File: config.mk
export PLATFORM = sky130hd
export DESIGN_NAME = reg_scoreboard_flat
export DESIGN_NICKNAME = d
export VERILOG_FILES = /design/src/rtl/reg_scoreboard_pkg.sv /design/src/rtl/reg_scoreboard_if.sv /design/src/rtl/reg_scoreboard_counter.sv /design/src/rtl/reg_scoreboard.sv /design/src/flat_wrapper.sv
export SDC_FILE = /design/constraint.sdc
export NUM_CORES = 1
export LEC_CHECK = 0
export BUFFER_PORTS_ARGS = -buffer_cell sky130_fd_sc_hd__buf_4
export CAP_MARGIN = 15
export CORE_MARGIN = 2
export CORE_UTILIZATION = 30
export CTS_CLUSTER_DIAMETER = 100
export CTS_CLUSTER_SIZE = 10
export DETAILED_ROUTE_END_ITERATION = 10
export PLACE_DENSITY_LB_ADDON = 0.05
export SKIP_CTS_REPAIR_TIMING = 1
export SYNTH_ARGS = -nofsm -noshare
export SYNTH_HDL_FRONTEND = slang
export SYNTH_SLANG_ARGS = --single-unit
export TNS_END_PERCENT = 1
File: constraint.sdc
create_clock -name clk -period 8.4 [get_ports clk]
set_clock_uncertainty 0.1 [all_clocks]
set_input_delay 1.26 -clock clk [delete_from_list [all_inputs] [get_ports clk]]
set_output_delay 1.26 -clock clk [all_outputs]
set_load 0.1 [all_outputs]
File: src/rtl/reg_scoreboard_pkg.sv
// Shared constants and types for the decode-stage register scoreboard.
package reg_scoreboard_pkg;

  localparam int SB_NREG   = 32;
  localparam int SB_CNT_W  = 2;
  localparam int REG_IDX_W = 5;

  typedef logic [REG_IDX_W-1:0] reg_idx_t;

  // r0 is hard-wired to zero and is never tracked.
  localparam reg_idx_t REG_ZERO = '0;

  // Width of the scoreboard->ID signals if they are later bundled:
  // ds_stall + busy_vec + err.
  localparam int SB_TO_DS_BUS_W = 1 + SB_NREG + 1;

endpackage

File: src/rtl/reg_scoreboard_if.sv
// Decode/memory/writeback event bundle into the scoreboard and its replies to ID.
interface reg_scoreboard_if
  import reg_scoreboard_pkg::*;
#(
  parameter int NREG = SB_NREG
);

  logic            ds_valid;
  reg_idx_t        ds_rj;
  logic            ds_rj_used;
  reg_idx_t        ds_rkd;
  logic            ds_rkd_used;
  reg_idx_t        ds_dest;
  logic            ds_gr_we;
  logic            ds_is_load;
  logic            ds_issue;
  logic            ms_ld_done;
  reg_idx_t        ms_ld_dest;
  logic            ws_we;
  reg_idx_t        ws_dest;
  logic            flush;
  logic            ds_stall;
  logic [NREG-1:0] busy_vec;
  logic            err;

  // Pipeline side: produces the events, consumes the interlock.
  modport master (
    output ds_valid, ds_rj, ds_rj_used, ds_rkd, ds_rkd_used, ds_dest,
           ds_gr_we, ds_is_load, ds_issue, ms_ld_done, ms_ld_dest,
           ws_we, ws_dest, flush,
    input  ds_stall, busy_vec, err
  );

  // Scoreboard side.
  modport slave (
    input  ds_valid, ds_rj, ds_rj_used, ds_rkd, ds_rkd_used, ds_dest,
           ds_gr_we, ds_is_load, ds_issue, ms_ld_done, ms_ld_dest,
           ws_we, ws_dest, flush,
    output ds_stall, busy_vec, err
  );

endinterface

File: src/rtl/reg_scoreboard_counter.sv
// One per-register up/down occupancy counter with same-cycle bypass flag.
module sb_counter #(
  parameter int CNT_W = 2
) (
  input  logic clk,
  input  logic resetn,
  input  logic i_inc,
  input  logic i_dec,
  input  logic i_clr,
  output logic o_nz,
  output logic o_max,
  output logic o_eff_nz,
  output logic o_underflow
);

  logic [CNT_W-1:0] r_cnt;
  logic             w_one;

  assign o_nz  = (r_cnt != '0);
  assign o_max = &r_cnt;
  assign w_one = (r_cnt == CNT_W'(1));

  // Count as seen by ID this cycle: a decrement in flight already frees the value.
  assign o_eff_nz = o_nz && !(i_dec && w_one);

  // A lone decrement of an empty counter; a paired inc/dec cancels out.
  assign o_underflow = i_dec && !i_inc && !o_nz;

  // Counter update: clear wins, paired inc/dec holds, decrement floors at zero.
  // NOTE: sequential state uses non-blocking assignments so every flop samples
  // pre-edge values regardless of process evaluation order.
  always_ff @(posedge clk or negedge resetn) begin
    if (!resetn) begin
      r_cnt <= '0;
    end else if (i_clr) begin
      r_cnt <= '0;
    end else if (i_inc && !i_dec) begin
      r_cnt <= r_cnt + CNT_W'(1);
    end else if (i_dec && !i_inc && o_nz) begin
      r_cnt <= r_cnt - CNT_W'(1);
    end
  end

endmodule

File: src/rtl/reg_scoreboard.sv
// Per-register in-flight write/load tracker and ID issue interlock.
module reg_scoreboard
  import reg_scoreboard_pkg::*;
#(
  parameter int NREG  = SB_NREG,
  parameter int CNT_W = SB_CNT_W,
  parameter int FWD   = 1
) (
  input  logic             clk,
  input  logic             resetn,
  reg_scoreboard_if.slave  sb
);

  logic            w_issue_wr;
  logic            w_issue_ld;
  logic            w_ws_dec;
  logic            w_ms_dec;
  logic [NREG-1:0] w_pend_nz;
  logic [NREG-1:0] w_pend_max;
  logic [NREG-1:0] w_pend_eff_nz;
  logic [NREG-1:0] w_pend_uf;
  logic [NREG-1:0] w_ld_eff_nz;
  logic [NREG-1:0] w_ld_uf;
  logic [NREG-1:0] w_unused_ld_nz;
  logic [NREG-1:0] w_unused_ld_max;
  logic [NREG-1:0] w_src_hz;
  logic            w_ds_stall;
  logic            r_err;

  assign w_issue_wr = sb.ds_issue && sb.ds_gr_we && (sb.ds_dest != REG_ZERO);
  assign w_issue_ld = w_issue_wr && sb.ds_is_load;
  assign w_ws_dec   = sb.ws_we && (sb.ws_dest != REG_ZERO);
  assign w_ms_dec   = sb.ms_ld_done && (sb.ms_ld_dest != REG_ZERO);

  // r0 has no counters: its flags are constant zero.
  assign w_pend_nz[0]       = 1'b0;
  assign w_pend_max[0]      = 1'b0;
  assign w_pend_eff_nz[0]   = 1'b0;
  assign w_pend_uf[0]       = 1'b0;
  assign w_ld_eff_nz[0]     = 1'b0;
  assign w_ld_uf[0]         = 1'b0;
  assign w_unused_ld_nz[0]  = 1'b0;
  assign w_unused_ld_max[0] = 1'b0;

  for (genvar i = 1; i < NREG; i++) begin : g_reg
    sb_counter #(.CNT_W(CNT_W)) u_pend (
      .clk         (clk),
      .resetn      (resetn),
      .i_inc       (w_issue_wr && (sb.ds_dest == reg_idx_t'(i))),
      .i_dec       (w_ws_dec && (sb.ws_dest == reg_idx_t'(i))),
      .i_clr       (sb.flush),
      .o_nz        (w_pend_nz[i]),
      .o_max       (w_pend_max[i]),
      .o_eff_nz    (w_pend_eff_nz[i]),
      .o_underflow (w_pend_uf[i])
    );

    // Load occupancy never exceeds pend occupancy, so its nz/max go unused.
    sb_counter #(.CNT_W(CNT_W)) u_ld (
      .clk         (clk),
      .resetn      (resetn),
      .i_inc       (w_issue_ld && (sb.ds_dest == reg_idx_t'(i))),
      .i_dec       (w_ms_dec && (sb.ms_ld_dest == reg_idx_t'(i))),
      .i_clr       (sb.flush),
      .o_nz        (w_unused_ld_nz[i]),
      .o_max       (w_unused_ld_max[i]),
      .o_eff_nz    (w_ld_eff_nz[i]),
      .o_underflow (w_ld_uf[i])
    );
  end

  // With forwarding only unfinished loads block a reader; without it any write does.
  assign w_src_hz = (FWD != 0) ? w_ld_eff_nz : w_pend_eff_nz;

  // Issue interlock: source hazards plus a full destination counter.
  // NOTE: the output gets its default before any branch so no path leaves it
  // unassigned and no latch is inferred.
  always_comb begin
    w_ds_stall = 1'b0;
    if (sb.ds_valid) begin
      if (sb.ds_rj_used && w_src_hz[sb.ds_rj]) begin
        w_ds_stall = 1'b1;
      end
      if (sb.ds_rkd_used && w_src_hz[sb.ds_rkd]) begin
        w_ds_stall = 1'b1;
      end
      if (sb.ds_gr_we && (sb.ds_dest != REG_ZERO) && w_pend_max[sb.ds_dest]) begin
        w_ds_stall = 1'b1;
      end
    end
  end

  // Sticky underflow flag; only reset clears it, flush leaves it alone.
  // NOTE: every counter and this flag have an asynchronous reset because the
  // tracking state must be empty the moment the pipeline is reset.
  always_ff @(posedge clk or negedge resetn) begin
    if (!resetn) begin
      r_err <= 1'b0;
    end else if ((|w_pend_uf) || (|w_ld_uf)) begin
      r_err <= 1'b1;
    end
  end

  assign sb.ds_stall = w_ds_stall;
  assign sb.busy_vec = w_pend_nz;
  assign sb.err      = r_err;

endmodule

File: src/flat_wrapper.sv
// flat-port wrapper written by rule: the top's interface ports become plain ports
module reg_scoreboard_flat import reg_scoreboard_pkg::*;
#(
  parameter int NREG  = SB_NREG,
  parameter int CNT_W = SB_CNT_W,
  parameter int FWD   = 1
)
  (clk, resetn, sb_ds_valid, sb_ds_rj, sb_ds_rj_used, sb_ds_rkd, sb_ds_rkd_used, sb_ds_dest, sb_ds_gr_we, sb_ds_is_load, sb_ds_issue, sb_ms_ld_done, sb_ms_ld_dest, sb_ws_we, sb_ws_dest, sb_flush, sb_ds_stall, sb_busy_vec, sb_err);
  reg_scoreboard_if #(.NREG(NREG)) sb_i ();
  input  logic clk;
  input  logic resetn;
  input wire logic [$bits(sb_i.ds_valid)-1:0] sb_ds_valid;
  input wire logic [$bits(sb_i.ds_rj)-1:0] sb_ds_rj;
  input wire logic [$bits(sb_i.ds_rj_used)-1:0] sb_ds_rj_used;
  input wire logic [$bits(sb_i.ds_rkd)-1:0] sb_ds_rkd;
  input wire logic [$bits(sb_i.ds_rkd_used)-1:0] sb_ds_rkd_used;
  input wire logic [$bits(sb_i.ds_dest)-1:0] sb_ds_dest;
  input wire logic [$bits(sb_i.ds_gr_we)-1:0] sb_ds_gr_we;
  input wire logic [$bits(sb_i.ds_is_load)-1:0] sb_ds_is_load;
  input wire logic [$bits(sb_i.ds_issue)-1:0] sb_ds_issue;
  input wire logic [$bits(sb_i.ms_ld_done)-1:0] sb_ms_ld_done;
  input wire logic [$bits(sb_i.ms_ld_dest)-1:0] sb_ms_ld_dest;
  input wire logic [$bits(sb_i.ws_we)-1:0] sb_ws_we;
  input wire logic [$bits(sb_i.ws_dest)-1:0] sb_ws_dest;
  input wire logic [$bits(sb_i.flush)-1:0] sb_flush;
  output wire logic [$bits(sb_i.ds_stall)-1:0] sb_ds_stall;
  output wire logic [$bits(sb_i.busy_vec)-1:0] sb_busy_vec;
  output wire logic [$bits(sb_i.err)-1:0] sb_err;
  assign sb_i.ds_valid = sb_ds_valid;
  assign sb_i.ds_rj = sb_ds_rj;
  assign sb_i.ds_rj_used = sb_ds_rj_used;
  assign sb_i.ds_rkd = sb_ds_rkd;
  assign sb_i.ds_rkd_used = sb_ds_rkd_used;
  assign sb_i.ds_dest = sb_ds_dest;
  assign sb_i.ds_gr_we = sb_ds_gr_we;
  assign sb_i.ds_is_load = sb_ds_is_load;
  assign sb_i.ds_issue = sb_ds_issue;
  assign sb_i.ms_ld_done = sb_ms_ld_done;
  assign sb_i.ms_ld_dest = sb_ms_ld_dest;
  assign sb_i.ws_we = sb_ws_we;
  assign sb_i.ws_dest = sb_ws_dest;
  assign sb_i.flush = sb_flush;
  assign sb_ds_stall = sb_i.ds_stall;
  assign sb_busy_vec = sb_i.busy_vec;
  assign sb_err = sb_i.err;
  reg_scoreboard #(.NREG(NREG), .CNT_W(CNT_W), .FWD(FWD)) u_core (.clk(clk), .resetn(resetn), .sb(sb_i));
endmodule
After elaboration in Yosys (flattened, before gate mapping)
Index checks and enable logic that the tools add are counted.

operators by class
  add/subtract/negate cells = 124
  $lt $le $gt $ge = 3
  eq/ne operators = 124
  mux-type cells = 196
  reduce and logical (&&, ||, !) cells = 821

operators by type and width
  kind                 number
  $logic_and 1x1->1    443
  $mux 2               186
  $eq 5x5->1 const B   48
  $logic_not 1->1      217
  $reduce_bool 3->1    62
  $add 2x1->2 const B  62
  $reduce_bool 2->1    62
  $sub 2x1->2 const B  62
  $eq 5x4->1 const B   24
  $eq 2x1->1 const B   31
  $reduce_and 2->1     31
  $reduce_or 31->1     2
  $eq 5x3->1 const B   12
  $eq 5x2->1 const B   6
  $lt 5x6->1 const B   3
  $bmux 1 s5           3
  $eq 5x1->1 const B   3
  $reduce_bool 5->1    3
  $mux 1               7
  $logic_or 1x1->1     1

word-level totals
  bits in registers = 125
  input port bits = 36
  output and inout port bits = 34
  logic and storage cells = 1331

Logic depth before layout (Yosys ltp)
  word-level depth = 13
  gate-level depth with buffers = 10
  gate-level depth less buffers = 8

Hierarchy
A second synthesis with hierarchy kept.

second synthesis, totals
  cell total of the unflattened synthesis = 1654
  area, all modules = 12847.3 um2

modules (own cells, without submodules)
  module                                   times used  cells each  area an instance (um2)  seq. area each (um2)
  sb_counter at u_core.g_reg[10].u_ld ...  59          22          177.7                   50.0
  reg_scoreboard                           1           292         1825.5                  25.0
  sb_counter at u_core.g_reg[9].u_ld ...   2           22          178.9                   50.0
  sb_counter at u_core.g_reg[8].u_pend     1           20          181.4                   50.0

Worst setup path before layout
No wires, ideal clock.

  path type = input -> output
  start = in sb_ms_ld_dest[4]
  end = out sb_ds_stall
  arrival = 3.707 ns
  required time = 7.040 ns
  slack = 3.333 ns
  cell stages on the path = 8
  path buffers = 1
  path through = and4bb_2 clkbuf_1 a31o_2 or3b_2 a31oi_1 a211oi_1 nor4b_1 o41a_1

between the ends
  cells in the longest elaborated chain, start to end = 13
  elaborated cells on any way between the ends = 167
  classes of those cells = 31 x eq/ne; 8 x mux; 128 x reduce/logical

ends and longest elaborated chain
  what                          line                          RTL
  from (decl)                   flat_wrapper.sv:22            input wire logic [$bits(sb_i.ms_ld_dest)-1:0] sb_ms_ld_dest;
  $reduce_bool 5->1             reg_scoreboard.sv:33          assign w_ms_dec = sb.ms_ld_done && (sb.ms_ld_dest != REG_ZERO);
  $logic_and 1x1->1             reg_scoreboard.sv:33
  $logic_and 1x1->1             reg_scoreboard.sv:63          .i_dec (w_ms_dec && (sb.ms_ld_dest == reg_idx_t'(i))),
  $logic_and 1x1->1             reg_scoreboard_counter.sv:24  assign o_eff_nz = o_nz && !(i_dec && w_one);
  $logic_not 1->1               reg_scoreboard_counter.sv:24
  $logic_and 1x1->1             reg_scoreboard_counter.sv:24
  $bmux 1 s5                    reg_scoreboard.sv:81          if (sb.ds_rj_used && w_src_hz[sb.ds_rj]) begin
  $mux 1 (not written as such)  reg_scoreboard.sv:81
  $logic_and 1x1->1             reg_scoreboard.sv:81
  $mux 1                        reg_scoreboard.sv:81
  $mux 1 (*)                    reg_scoreboard.sv:84          if (sb.ds_rkd_used && w_src_hz[sb.ds_rkd]) begin
  $mux 1 (*)                    reg_scoreboard.sv:87          if (sb.ds_gr_we && (sb.ds_dest != REG_ZERO) && w_pend_max[sb.ds_dest]) begin
  $mux 1 (*)                    reg_scoreboard.sv:80          if (sb.ds_valid) begin
  to (decl)                     flat_wrapper.sv:26            output wire logic [$bits(sb_i.ds_stall)-1:0] sb_ds_stall;

Every way passes the cells marked *; elsewhere a longest branch is shown, timed or not. The select of a mux whose other input is x is not followed.

Worst setup path after layout
  start = in sb_ms_ld_dest[1]
  end = out sb_ds_stall

Same word-level chain as after synthesis.

==> impl_metrics.csv <==
group,metric,value,unit
place,dp_cells,1881,
timing,grt_setup_unrepaired,"no",
global_route,grt_pass1_vias,9998,
die,start_util,30.4,%
critical_path,cp_cell_sequence,"buf_4 > nor4b_4 > and2_4 > a21oi_2 > mux4_2 > and2_0 > o311a_1 > o41a_1 > buf_4",
critical_path,cp_data_required_time,7.04,ns
timing,hold_viol,0,
place,port-buffer-count,68,
clock_network,cts.sinks,125,
outcome,outcome,"completed",
timing,setup_ws,3.00,ns
clock_network,path_clk_slew,0.06,ns
synth,async_flop_share,100,%
timing,worst_slew_pin_slew,1.16,ns
timing,period_needed,5.40,ns
global_route,grt.overflow.total,0,
final_layout,area_growth,11.2,%
die,row_count,70,
drt,ant_nets,0,
synth,syn-num-nets,1538,
synth,netlist_area,11100,um^2
drt,drt_iter0_markers,776,
timing,finalCritPeriodShare,64.3,%
final_layout,fillers,3806,
synth,synthMuxAreaShare,2.16,%
final_layout,multi_input_area,7160,um^2
worst_hold_path,worstHoldPathType,"flop to flop",
synth,synth-adder-area-share,6.99,%
critical_path,critPathKind,"input pin to primary output",
run,maxCapViolations,0,
critical_path,startpoint_type,"input pin",
clock_network,cts_buffers,17,
drt,vias,10597,
clock_network,insertion_delay,0.44,ns
drt,vias_per_cell,5.55,
critical_path,cpLargestDelayFamily,"simple AND/OR/NAND/NOR gates",
synth,yosys_warnings,0,
place,gp_congestion,0.841,
pwr,power-per-cell-area,130,nW/um^2
critical_path,slowest_stage,"nor4b_4",
final_layout,layout_common_cells,"156 x nor2_1, 132 x nand2_1, 125 x dfrtp_1",
synth,synth_area_per_cell,7.71,um^2
synth,synth_xor_area_share,4.58,%
die,die_w,196,um
synth,synth_ff_type,"dfrtp_1",
timing,setup_violations,0,
die,dieArea,38600,um^2
critical_path,max_stage_delay,0.64,ns
timing,fmax,185,MHz
synth,yosysUniqueCellTypes,76,
clock_network,cts_root_buffer,"clkbuf_16",
final_layout,diodes,0,
drt,routed_wl,39.2,mm
clock_network,cts_tree,"yes",
critical_path,cpMostUsedCell,"buf_4",
global_route,grt_use_total,20.8,%
synth,synth_top_family_by_area,"simple AND/OR/NAND/NOR gates",
synth,ys_ff_latch,125,
place,post-place-ws,2.99,ns
global_route,antenna_found_initial,0,
synth,synth-compound-area-share,23.4,%
final_layout,fin_util,33.8,%
die,core-area,36500,um^2
critical_path,worst_setup_path_end_kind,"primary output",
synth,synth-simple-area-share,27.2,%
final_layout,final_common_cell,"nor2_1",
timing,relSlewSlack,22.0,%
critical_path,critPathMaxFanout,10,
drt,drc_errors,0,
final_layout,finalNetCount,1530,
drt,avgRoutedWirePerCell,20.5,um
final_layout,drive_gt1_share,12.3,%
place,hpwlAfterDp,28.9,mm
global_route,grt_pass1_wl,60.9,mm
clock_network,htreeDepth,4,
global_route,grt_max_degree,77,
timing,maxSlewViolCount,0,
drt,firstDrtPassIters,5,
pwr,p_leak,4.77,nW
critical_path,cp.arrival,4.04,ns
final_layout,seqCellArea,3130,um^2
timing,tns,0,ns
die,io_pins,70,
synth,synth-edff-count,0,
final_layout,instances_no_fill,1911,
critical_path,crit_buf_inv,2,
die,die_height,196,um
clock_network,clock_path_buffers,2,
pwr,peakVddDrop,0.000134,V
synth,seq_area_frac_synth,28.2,%
synth,syn_inst,1440,
## worst reg2reg max path: cells and delay by family, from the launching register on
kind	cells	cell delay (ns)
simple gates	4	0.97
compound gates	2	0.52
flops	1	0.35
fa+ha+maj	1	0.29
buf+inv	1	0.07
## kinds of logic (layout without fill, tap and decap cells)
| group | after synthesis | after routing |
|---|---|---|
| other | 1 | 1 |
| buffers and inverters | 186 | 189 |
| DFF | 125 | 125 |
| adders and majority gates | 62 | 62 |
| xor gates and xnor gates | 58 | 58 |
| muxes | 19 | 19 |
| AOI/OAI and AO/OA | 393 | 393 |
| and+or+nand+nor | 596 | 596 |
## power by group
group	total (W)	internal (W)	switching [W]	leakage, nW
Combinational	0.000238	0.0000730	0.000165	2.76
Clock	0.000745	0.000446	0.000299	0.275
Sequential	0.000622	0.000612	0.0000109	1.74
Total	0.00161	0.00113	0.000475	4.77
## layout make-up
cell class / instances / share of cell area [%]
clock buffer: 22 / 3.76
multi-input combinational: 1129 / 58.0
sequential: 125 / 25.3
tap: 468 / 4.74
clock inverter: 8 / 0.750
inverter: 76 / 2.31
timing repair buffer: 83 / 5.08
## registers in the layout, summed over array words and instances, names as in the netlist
signal / cells
u_core.g.u_ld.r_cnt: 62
u_core.g.u_pend.r_cnt: 62
u_core.sb.err: 1
## cells in the mapped netlist (all sizes together) (13+ instances only)
master / instances / area share [%]
a211oi: 38 / 2.6
a21oi: 106 / 4.8
a221oi: 16 / 1.3
a311oi: 28 / 2.2
a31oi: 33 / 1.9
a41o: 14 / 1.3
and2: 18 / 1.0
buf: 39 / 2.4
clkbuf: 71 / 2.4
dfrtp: 125 / 28
ha: 62 / 7.0
inv: 76 / 2.6
mux2i: 15 / 1.4
nand2: 132 / 4.5
nand3: 57 / 2.6
nand4: 15 / 0.85
nor2: 157 / 5.3
nor2b: 20 / 1.1
nor3: 63 / 2.9
nor4: 26 / 1.6
o21ai: 80 / 3.6
o311ai: 13 / 1.0
or2: 41 / 2.3
xnor2: 56 / 4.4
## per-layer routing
| metal | vias up | wire length, um | track usage (%) | share of wire (%) |
|---|---|---|---|---|
| met2 | 225 | 17900 | 33.0 | 46 |
| li1 | 5224 | - | - | - |
| met3 | 48 | 1530 | 2.86 | 3.9 |
| met1 | 5100 | 18800 | 29.1 | 48 |
| met4 | 0 | 964 | 6.99 | 2.5 |
| met5 | - | 0 | 0 | 0 |
## worst paths after layout
kind	start	end	slack, ns	depth (start not counted)
setup / recovery	sb_ms_ld_dest[1]	sb_ds_stall	3.00	9
hold / removal	u_core.g_reg[14].u_ld.r_cnt[1]	u_core.g_reg[14].u_ld.r_cnt[1]	0.46	2
setup reg to reg	u_core.g_reg[9].u_ld.r_cnt[0]	u_core.sb.err	5.94	8
hold reg to reg	u_core.g_reg[14].u_ld.r_cnt[1]	u_core.g_reg[14].u_ld.r_cnt[1]	0.46	2
max in group asynchronous	resetn	u_core.g_reg[30].u_ld.r_cnt[1]	6.15	2
min in group asynchronous	resetn	u_core.g_reg[22].u_pend.r_cnt[0]	0.79	1
## through the flow
stage               cell area, um^2  hold slack (ns)  power [W]
detailed placement            11800            0.456   0.000872
global route                  12300            0.488    0.00168
finish                        12300            0.462    0.00161
global placement              11800            0.458   0.000871
CTS                           12300            0.467    0.00163
floorplan                     11100            0.431   0.000786
Power figures use the tool's default switching activity.
